===== config.mk =====
export PLATFORM = sky130hd
export DESIGN_NAME = bram_port_client_flat
export DESIGN_NICKNAME = d
export VERILOG_FILES = /design/src/rtl/bram_port_client_if.sv /design/src/rtl/bram_port_client.sv /design/src/flat_wrapper.sv
export SDC_FILE = /design/constraint.sdc
export NUM_CORES = 1
export LEC_CHECK = 0
export ABC_CLOCK_PERIOD_IN_PS = 2300
export CAP_MARGIN = 20
export CORE_MARGIN = 3
export CORE_UTILIZATION = 25
export DETAILED_ROUTE_END_ITERATION = 8
export GPL_ROUTABILITY_DRIVEN = 0
export HOLD_SLACK_MARGIN = 0.03
export RECOVER_POWER = 25
export SYNTH_ARGS = -nofsm -noshare
export SYNTH_HDL_FRONTEND = slang
export SYNTH_SLANG_ARGS = --single-unit

===== constraint.sdc =====
create_clock -name clk -period 2.3 [get_ports clk]
set_clock_uncertainty 0.2 [all_clocks]
set_input_delay 0.575 -clock clk [delete_from_list [all_inputs] [get_ports clk]]
set_output_delay 0.575 -clock clk [all_outputs]
set_load 0.01 [all_outputs]

===== src/rtl/bram_port_client_if.sv =====
// Request/response stream bundle between a pipeline client and bram_port_client.
// The master drives requests and consumes responses. The slave is the port client.
interface bram_port_client_if #(
  parameter int ADDR_WIDTH = 10,
  parameter int DATA_WIDTH = 36
);
  logic                  req_valid;
  logic                  req_ready;
  logic                  req_write;
  logic [ADDR_WIDTH-1:0] req_addr;
  logic [DATA_WIDTH-1:0] req_wdata;
  logic                  resp_valid;
  logic                  resp_ready;
  logic [DATA_WIDTH-1:0] resp_rdata;

  modport master (
    output req_valid, req_write, req_addr, req_wdata, resp_ready,
    input  req_ready, resp_valid, resp_rdata
  );

  modport slave (
    input  req_valid, req_write, req_addr, req_wdata, resp_ready,
    output req_ready, resp_valid, resp_rdata
  );
endinterface


===== src/rtl/bram_port_client.sv =====
// Ready/valid front-end for one port of a block RAM with one-cycle registered read.
// Read data falls through when the consumer is ready and is buffered otherwise.
module bram_port_client #(
  parameter int ADDR_WIDTH = 10,
  parameter int DATA_WIDTH = 36,
  parameter int RESP_DEPTH = 2
) (
  input  logic                  clk,
  input  logic                  rst_n,
  bram_port_client_if.slave     bus,
  output logic                  bram_en,
  output logic                  bram_we,
  output logic [ADDR_WIDTH-1:0] bram_addr,
  output logic [DATA_WIDTH-1:0] bram_di,
  input  logic [DATA_WIDTH-1:0] bram_do,
  output logic [31:0]           stat_reads,
  output logic [31:0]           stat_writes
);

  localparam int PTR_W = (RESP_DEPTH > 1) ? $clog2(RESP_DEPTH) : 1;
  localparam int CNT_W = $clog2(RESP_DEPTH + 1);
  localparam logic [CNT_W-1:0] DEPTH_C = CNT_W'(RESP_DEPTH);

  logic                  inflight_q, inflight_d;
  logic [CNT_W-1:0]      cnt_q, cnt_d;
  logic [PTR_W-1:0]      wr_ptr_q, wr_ptr_d;
  logic [PTR_W-1:0]      rd_ptr_q, rd_ptr_d;
  logic [31:0]           stat_reads_q, stat_reads_d;
  logic [31:0]           stat_writes_q, stat_writes_d;
  logic [DATA_WIDTH-1:0] fifo_mem [RESP_DEPTH];

  logic [CNT_W-1:0]      occ;
  logic                  accept;
  logic                  fifo_empty;
  logic                  push;
  logic                  pop;

  // Credit counts the read already issued to the BRAM, so the FIFO can never overflow.
  assign occ           = cnt_q + CNT_W'(inflight_q);
  assign bus.req_ready = rst_n & (occ < DEPTH_C);
  assign accept        = bus.req_valid & bus.req_ready;

  assign bram_en   = accept;
  assign bram_we   = accept & bus.req_write;
  assign bram_addr = bus.req_addr;
  assign bram_di   = bus.req_wdata;

  assign fifo_empty     = (cnt_q == '0);
  assign bus.resp_valid = ~fifo_empty | inflight_q;
  assign bus.resp_rdata = fifo_empty ? bram_do : fifo_mem[rd_ptr_q];

  // bram_do lives for one cycle only: it is taken now or it must be captured.
  assign push = inflight_q & ~(fifo_empty & bus.resp_ready);
  assign pop  = bus.resp_ready & ~fifo_empty;

  assign stat_reads  = stat_reads_q;
  assign stat_writes = stat_writes_q;

  always_comb begin
    inflight_d    = accept & ~bus.req_write;
    cnt_d         = cnt_q + CNT_W'(push) - CNT_W'(pop);
    wr_ptr_d      = wr_ptr_q + PTR_W'(push);
    rd_ptr_d      = rd_ptr_q + PTR_W'(pop);
    stat_reads_d  = stat_reads_q;
    stat_writes_d = stat_writes_q;
    if (accept) begin
      if (bus.req_write) begin
        stat_writes_d = stat_writes_q + 32'd1;
      end else begin
        stat_reads_d = stat_reads_q + 32'd1;
      end
    end
  end

  always_ff @(posedge clk or negedge rst_n) begin
    if (!rst_n) begin
      inflight_q    <= 1'b0;
      cnt_q         <= '0;
      wr_ptr_q      <= '0;
      rd_ptr_q      <= '0;
      stat_reads_q  <= '0;
      stat_writes_q <= '0;
    end else begin
      inflight_q    <= inflight_d;
      cnt_q         <= cnt_d;
      wr_ptr_q      <= wr_ptr_d;
      rd_ptr_q      <= rd_ptr_d;
      stat_reads_q  <= stat_reads_d;
      stat_writes_q <= stat_writes_d;
    end
  end

  // Storage is not reset; the count and pointers decide what is valid.
  always_ff @(posedge clk) begin
    if (push) begin
      fifo_mem[wr_ptr_q] <= bram_do;
    end
  end

endmodule


===== src/flat_wrapper.sv =====
// flat-port wrapper written by rule: the top's interface ports become plain ports
module bram_port_client_flat 
#(
  parameter int ADDR_WIDTH = 10,
  parameter int DATA_WIDTH = 36,
  parameter int RESP_DEPTH = 2
)
  (clk, rst_n, bram_en, bram_we, bram_addr, bram_di, bram_do, stat_reads, stat_writes, bus_req_valid, bus_req_write, bus_req_addr, bus_req_wdata, bus_resp_ready, bus_req_ready, bus_resp_valid, bus_resp_rdata);
  bram_port_client_if #(.ADDR_WIDTH(ADDR_WIDTH), .DATA_WIDTH(DATA_WIDTH)) bus_i ();
  input  logic clk;
  input  logic rst_n;
  output logic bram_en;
  output logic bram_we;
  output logic [ADDR_WIDTH-1:0] bram_addr;
  output logic [DATA_WIDTH-1:0] bram_di;
  input  logic [DATA_WIDTH-1:0] bram_do;
  output logic [31:0] stat_reads;
  output logic [31:0] stat_writes;
  input wire logic [$bits(bus_i.req_valid)-1:0] bus_req_valid;
  input wire logic [$bits(bus_i.req_write)-1:0] bus_req_write;
  input wire logic [$bits(bus_i.req_addr)-1:0] bus_req_addr;
  input wire logic [$bits(bus_i.req_wdata)-1:0] bus_req_wdata;
  input wire logic [$bits(bus_i.resp_ready)-1:0] bus_resp_ready;
  output wire logic [$bits(bus_i.req_ready)-1:0] bus_req_ready;
  output wire logic [$bits(bus_i.resp_valid)-1:0] bus_resp_valid;
  output wire logic [$bits(bus_i.resp_rdata)-1:0] bus_resp_rdata;
  assign bus_i.req_valid = bus_req_valid;
  assign bus_i.req_write = bus_req_write;
  assign bus_i.req_addr = bus_req_addr;
  assign bus_i.req_wdata = bus_req_wdata;
  assign bus_i.resp_ready = bus_resp_ready;
  assign bus_req_ready = bus_i.req_ready;
  assign bus_resp_valid = bus_i.resp_valid;
  assign bus_resp_rdata = bus_i.resp_rdata;
  bram_port_client #(.ADDR_WIDTH(ADDR_WIDTH), .DATA_WIDTH(DATA_WIDTH), .RESP_DEPTH(RESP_DEPTH)) u_core (.clk(clk), .rst_n(rst_n), .bus(bus_i), .bram_en(bram_en), .bram_we(bram_we), .bram_addr(bram_addr), .bram_di(bram_di), .bram_do(bram_do), .stat_reads(stat_reads), .stat_writes(stat_writes));
endmodule

# Word level (Yosys, flattened, before mapping)
# Memory sizes are Yosys's and may differ from the RTL's.
# Cells that the tools add are included.
# totals
reg_bits	69
latch_bits	0
ramBits	72
rom_bits	0
input_bits	87
elab_cells	32
mem_count	1
# classes
addsub	7
multipliers	0
div	0
n_lt_le_gt_ge	1
eq_ne	0
shifts	0
muxes	3
bitwise	11
n_reduce_logical	3
# memory_table
name	depth	word_bits	read_ports	rd_clocked_by_memory_dff	wr	line_no	text
u_core.fifo_mem	2	36	1	0	1	bram_port_client.sv:30	logic [DATA_WIDTH-1:0] fifo_mem [RESP_DEPTH];
# ops
op	n
$add A32 B1 Y32 const B	2
$mux W36	1
$and A1 B1 Y1	7
$add A2 B1 Y2	2
$reduce_and A2 Y1	2
$not A1 Y1	3
$add A1 B1 Y1	2
$logic_not A2 Y1	1
$lt A2 B2 Y1 const B	1
$mux W1	2
$sub A2 B1 Y2	1
$or A1 B1 Y1	1

# Longest topological paths before layout
# Gate-level depths: netlist of run 1.
# logic_depth
depth_word	6
depth_mapped	9
depth_no_buf	7

# Worst setup path before layout of run 1
# OpenSTA, ideal clock, no wires.
# synth_path
path_type	in2reg
start	input bus_resp_ready
end	memory u_core.fifo_mem[1][0] (enable)
arrival_ns	1.834
required_ns	1.703
path_slack_ns	-0.130
cell_stages	2
path_cell_list	a21boi_0 ha_1
# synth_between
elab_chain_cells	5
# synth_lines
item	line_no	text
from (decl)	flat_wrapper.sv:23	input wire logic [$bits(bus_i.resp_ready)-1:0] bus_resp_ready;
$and A1 B1 Y1	bram_port_client.sv:53	assign push = inflight_q & ~(fifo_empty & bus.resp_ready);
$not A1 Y1	bram_port_client.sv:53	
$and A1 B1 Y1	bram_port_client.sv:53	
$mux W1	bram_port_client.sv:95	if (push) begin
$mux W1 (implied by the code)	bram_port_client.sv:96	fifo_mem[wr_ptr_q] <= bram_do;
to (decl)	bram_port_client.sv:30	
# No other way between the ends.

# Final worst setup path of run 1
# layout_path
start	register u_core.cnt_q[0]
end	output bus_resp_rdata[22]
# layout_between
elab_chain_cells	2
# layout_lines
item	line_no	text
from (decl)	bram_port_client.sv:25	logic [CNT_W-1:0] cnt_q, cnt_d;
from (signal assigned)	bram_port_client.sv:85	cnt_q <= cnt_d;
$logic_not A2 Y1	bram_port_client.sv:48	assign fifo_empty = (cnt_q == '0);
$mux W36	bram_port_client.sv:50	assign bus.resp_rdata = fifo_empty ? bram_do : fifo_mem[rd_ptr_q];
to (decl)	flat_wrapper.sv:26	output wire logic [$bits(bus_i.resp_rdata)-1:0] bus_resp_rdata;
# No other way between the ends.

==> results of run 1 <==
## logic make-up after synthesis
| family | synth area share |
|---|---|
| AND/OR/NAND/NOR | 0.135 |
| XOR/XNOR | 0.0885 |
| adder cells (fa/ha/maj) | 0.0117 |
| multiplexers | 0.0578 |
| buffers and inverters | 0.0710 |
| AO/OA/AOI/OAI | 0.0309 |
| flip-flops | 0.605 |
## timing repair
item	in CTS	in global routing
hold buffers	1	0
gates cloned	2	2
hold endpoints to repair	6	0
gates resized for setup	222	59
pin swaps	4	16
endpoints found under the setup margin	44	61
setup buffers	5	8
## metrics by stage
| step | area (um2) | hold WS (ps) |
|---|---|---|
| final | 9340 | 272 |
| after global placement | 8470 | 264 |
| after detailed placement | 8470 | 265 |
| after CTS | 9050 | 119 |
| after floorplan | 6430 | 79.4 |
| after global routing | 9340 | 280 |
## area by class of cell
cell class              instances  area (um2)
repair buffers                233        2120
flip-flops and latches        141        3890
fillers                      2532       15900
multi-input cells             310        2280
well taps                     330         413
clock buffers                  21         493
clock inverters                11        96.3
inverters                      10        37.5
## per-layer routing
metal / share of wire / track usage / vias to the layer above
li1: - / - / 2167
met3: 0.055 / 0.0331 / 13
met5: 0 / 0 / -
met1: 0.49 / 0.155 / 2146
met4: 0.012 / 0.0348 / 0
met2: 0.44 / 0.169 / 139
## placed cells by master, fill, tap and decap left out, types with 12 or more instances in the layout
cell type,Yosys,final
clkdlybuf4s50_1,0,89
edfxtp_1,72,72
dfrtp_1,69,65
buf_4,48,58
nand2_1,68,50
xnor2_1,40,39
mux2i_1,36,36
buf_2,2,36
o21ai_1,0,26
xor2_1,25,25
clkbuf_16,0,21
nand2_2,1,17
nand3_1,19,15
nor2_1,15,14
nand4_1,12,12
and3_1,15,12
dlygate4sd3_1,0,12
## where the power goes
part / internal, uW / leakage, uW / switching [uW] / total (uW)
clock network: 1570 / 0.000284 / 1150 / 2720
registers: 2850 / 0.00157 / 160 / 3010
logic: 1540 / 0.00208 / 1510 / 3040
## how the worst max path moves through the flow
stage,end,from,cells past startpoint
after floorplan,u_core.fifo_mem[1][0],bus_resp_ready,2
after detailed placement,bram_we,bus_req_valid,6
final,bus_resp_rdata[22],u_core.cnt_q[0],7
after global routing,bus_resp_rdata[22],u_core.cnt_q[0],7
after CTS,bus_resp_rdata[18],u_core.cnt_q[0],7
after global placement,bram_we,bus_req_valid,6
## flip-flops by register name, indices dropped and copies added, names as in the netlist
register / cells
u_core.cnt_q: 2
u_core.fifo_mem: 72
u_core.inflight_q: 1
u_core.rd_ptr_q: 1
u_core.stat_reads: 32
u_core.stat_writes: 32
u_core.wr_ptr_q: 1
## critical path, delay by kind of cell, from the launching register on
kind / cells / cell delay, ps
flip-flops: 1 / 420
AO/OA/AOI/OAI: 1 / 70
buffers and inverters: 4 / 630
AND/OR/NAND/NOR: 2 / 140
==> impl_metrics.yaml, run 1 <==
placed_design:
  dp_slack_ps: -527
  post-dp-hpwl_um: 10100
  dpl.cell_count: 1006
  portBuffers: 144
sta:
  worst_pin_slew_ps: 860
  period_needed_ps: 2450
  slew_violations: 0
  rsz0062_at_grt: "yes"
  finalSetupTns_ps: -4400
  finalSetupViolations: 46
  slew_headroom: 0.426
  clock.fmax_mhz: 409
  fin_crit_sh: 1.06
  finalHoldViolations: 0
  worst_slack_ps: -145
drt:
  wl_per_cell_um: 14.7
  drc: 0
  drt_wl_total_um: 15500
  viasPerCell: 4.23
  antenna_left: 0
  num_vias: 4465
  drt_iter0_markers: 205
  first_pass_iters: 4
synth:
  yosysMostFrequentCell: "edfxtp_1"
  synth_ff_type: "edfxtp_1"
  synth_edf_count: 72
  synth.distinct_cells: 38
  synth_area_um2: 6430
  synthTopCellsByArea: "edfxtp_1, dfrtp_1, mux2i_1"
  netlist_top_cells_count: "edfxtp_1, dfrtp_1, nand2_1"
  async_flop_share: 0.489
  synth-seq-cells: 141
  yosys_warnings: 0
  synth_top_area_share: 0.336
  synthCells: 522
  synthesis.nets: 615
  yosys.area.top_type: "edfxtp_1"
  syn_area_per_cell_um2: 12.3
  yosysSeqAreaShare: 0.605
min_path:
  hold_path_depth: 1
  worstHoldEndpoint: "u_core.stat_writes[31]"
  min_path_type: "flip-flop to flip-flop"
  hp-start: "u_core.stat_writes[31]"
grt:
  grt_max_degree: 37
  grt_pass1_wl_um: 24900
  grt_overflow: 0
  grtUsageTotal: 0.112
  antenna_found_initial: 0
  grt_pass1_vias: 4455
power:
  irDropWorstVdd_v: 0.000495
  p_leak_uw: 0.00393
  power_uw: 8770
  powerDensity_nw_per_um2: 939
finish:
  synthToLayoutAreaGrowth_pct: 45.2
  num-nets-final: 806
  layout-drive-gt1-share: 0.307
  instances_no_fill: 1056
  diodes: 0
  finalCoreUtilization: 0.370
cts:
  cts_tree: "built"
  cts_made_buffers: 17
  cts.path.max_buffers: 2
  cts_sinks: 141
  clock_latency_ps: 410
  root_buffer: "clkbuf_16"
  clk_pin_slew_ps: 60
  htree_levels: 4
floorplanning:
  rows: 58
  die_w_um: 166
  io_pins: 237
  start_util: 0.255
  dieArea_um2: 27700
  core_um2: 25300
  fp.dieH_um: 166
critical_path:
  critPathKind: "flip-flop to primary output"
  ff2ff_path_depth: 10
  crit_chain: "buf_6 -> nor2_4 -> buf_12 -> clkbuf_16 -> nand2_2 -> o21ai_1 -> buf_2"
  cp.required_ps: 1520
  r2r-end: "u_core.stat_reads[24]"
  end_kind: "primary output"
  cpPeakStageDelay_ps: 420
  crit_fanout: 8
  slowest_stage: "dfrtp_2"
  worstSetupStartpointType: "flip-flop"
  worstPathArrival_ps: 1670
  rrSetupSlack_ps: -30
  r2r-start: "u_core.cnt_q[0]"
run_status:
  status: "complete, but fails checks"
  failed_checks: "setup timing"
run:
  maxCapViolCount: 0
(Power assumes the default switching activity.)
==> run 2, diff against run 1 <==
--- a/config.mk
+++ b/config.mk
@@ -5,7 +5,6 @@
 export SDC_FILE = /design/constraint.sdc
 export NUM_CORES = 1
 export LEC_CHECK = 0
-export ABC_CLOCK_PERIOD_IN_PS = 2300
 export CAP_MARGIN = 20
 export CORE_MARGIN = 3
 export CORE_UTILIZATION = 25
==> results of run 2 <==
Final layout, timing and power as in run 1 (identical DEF).
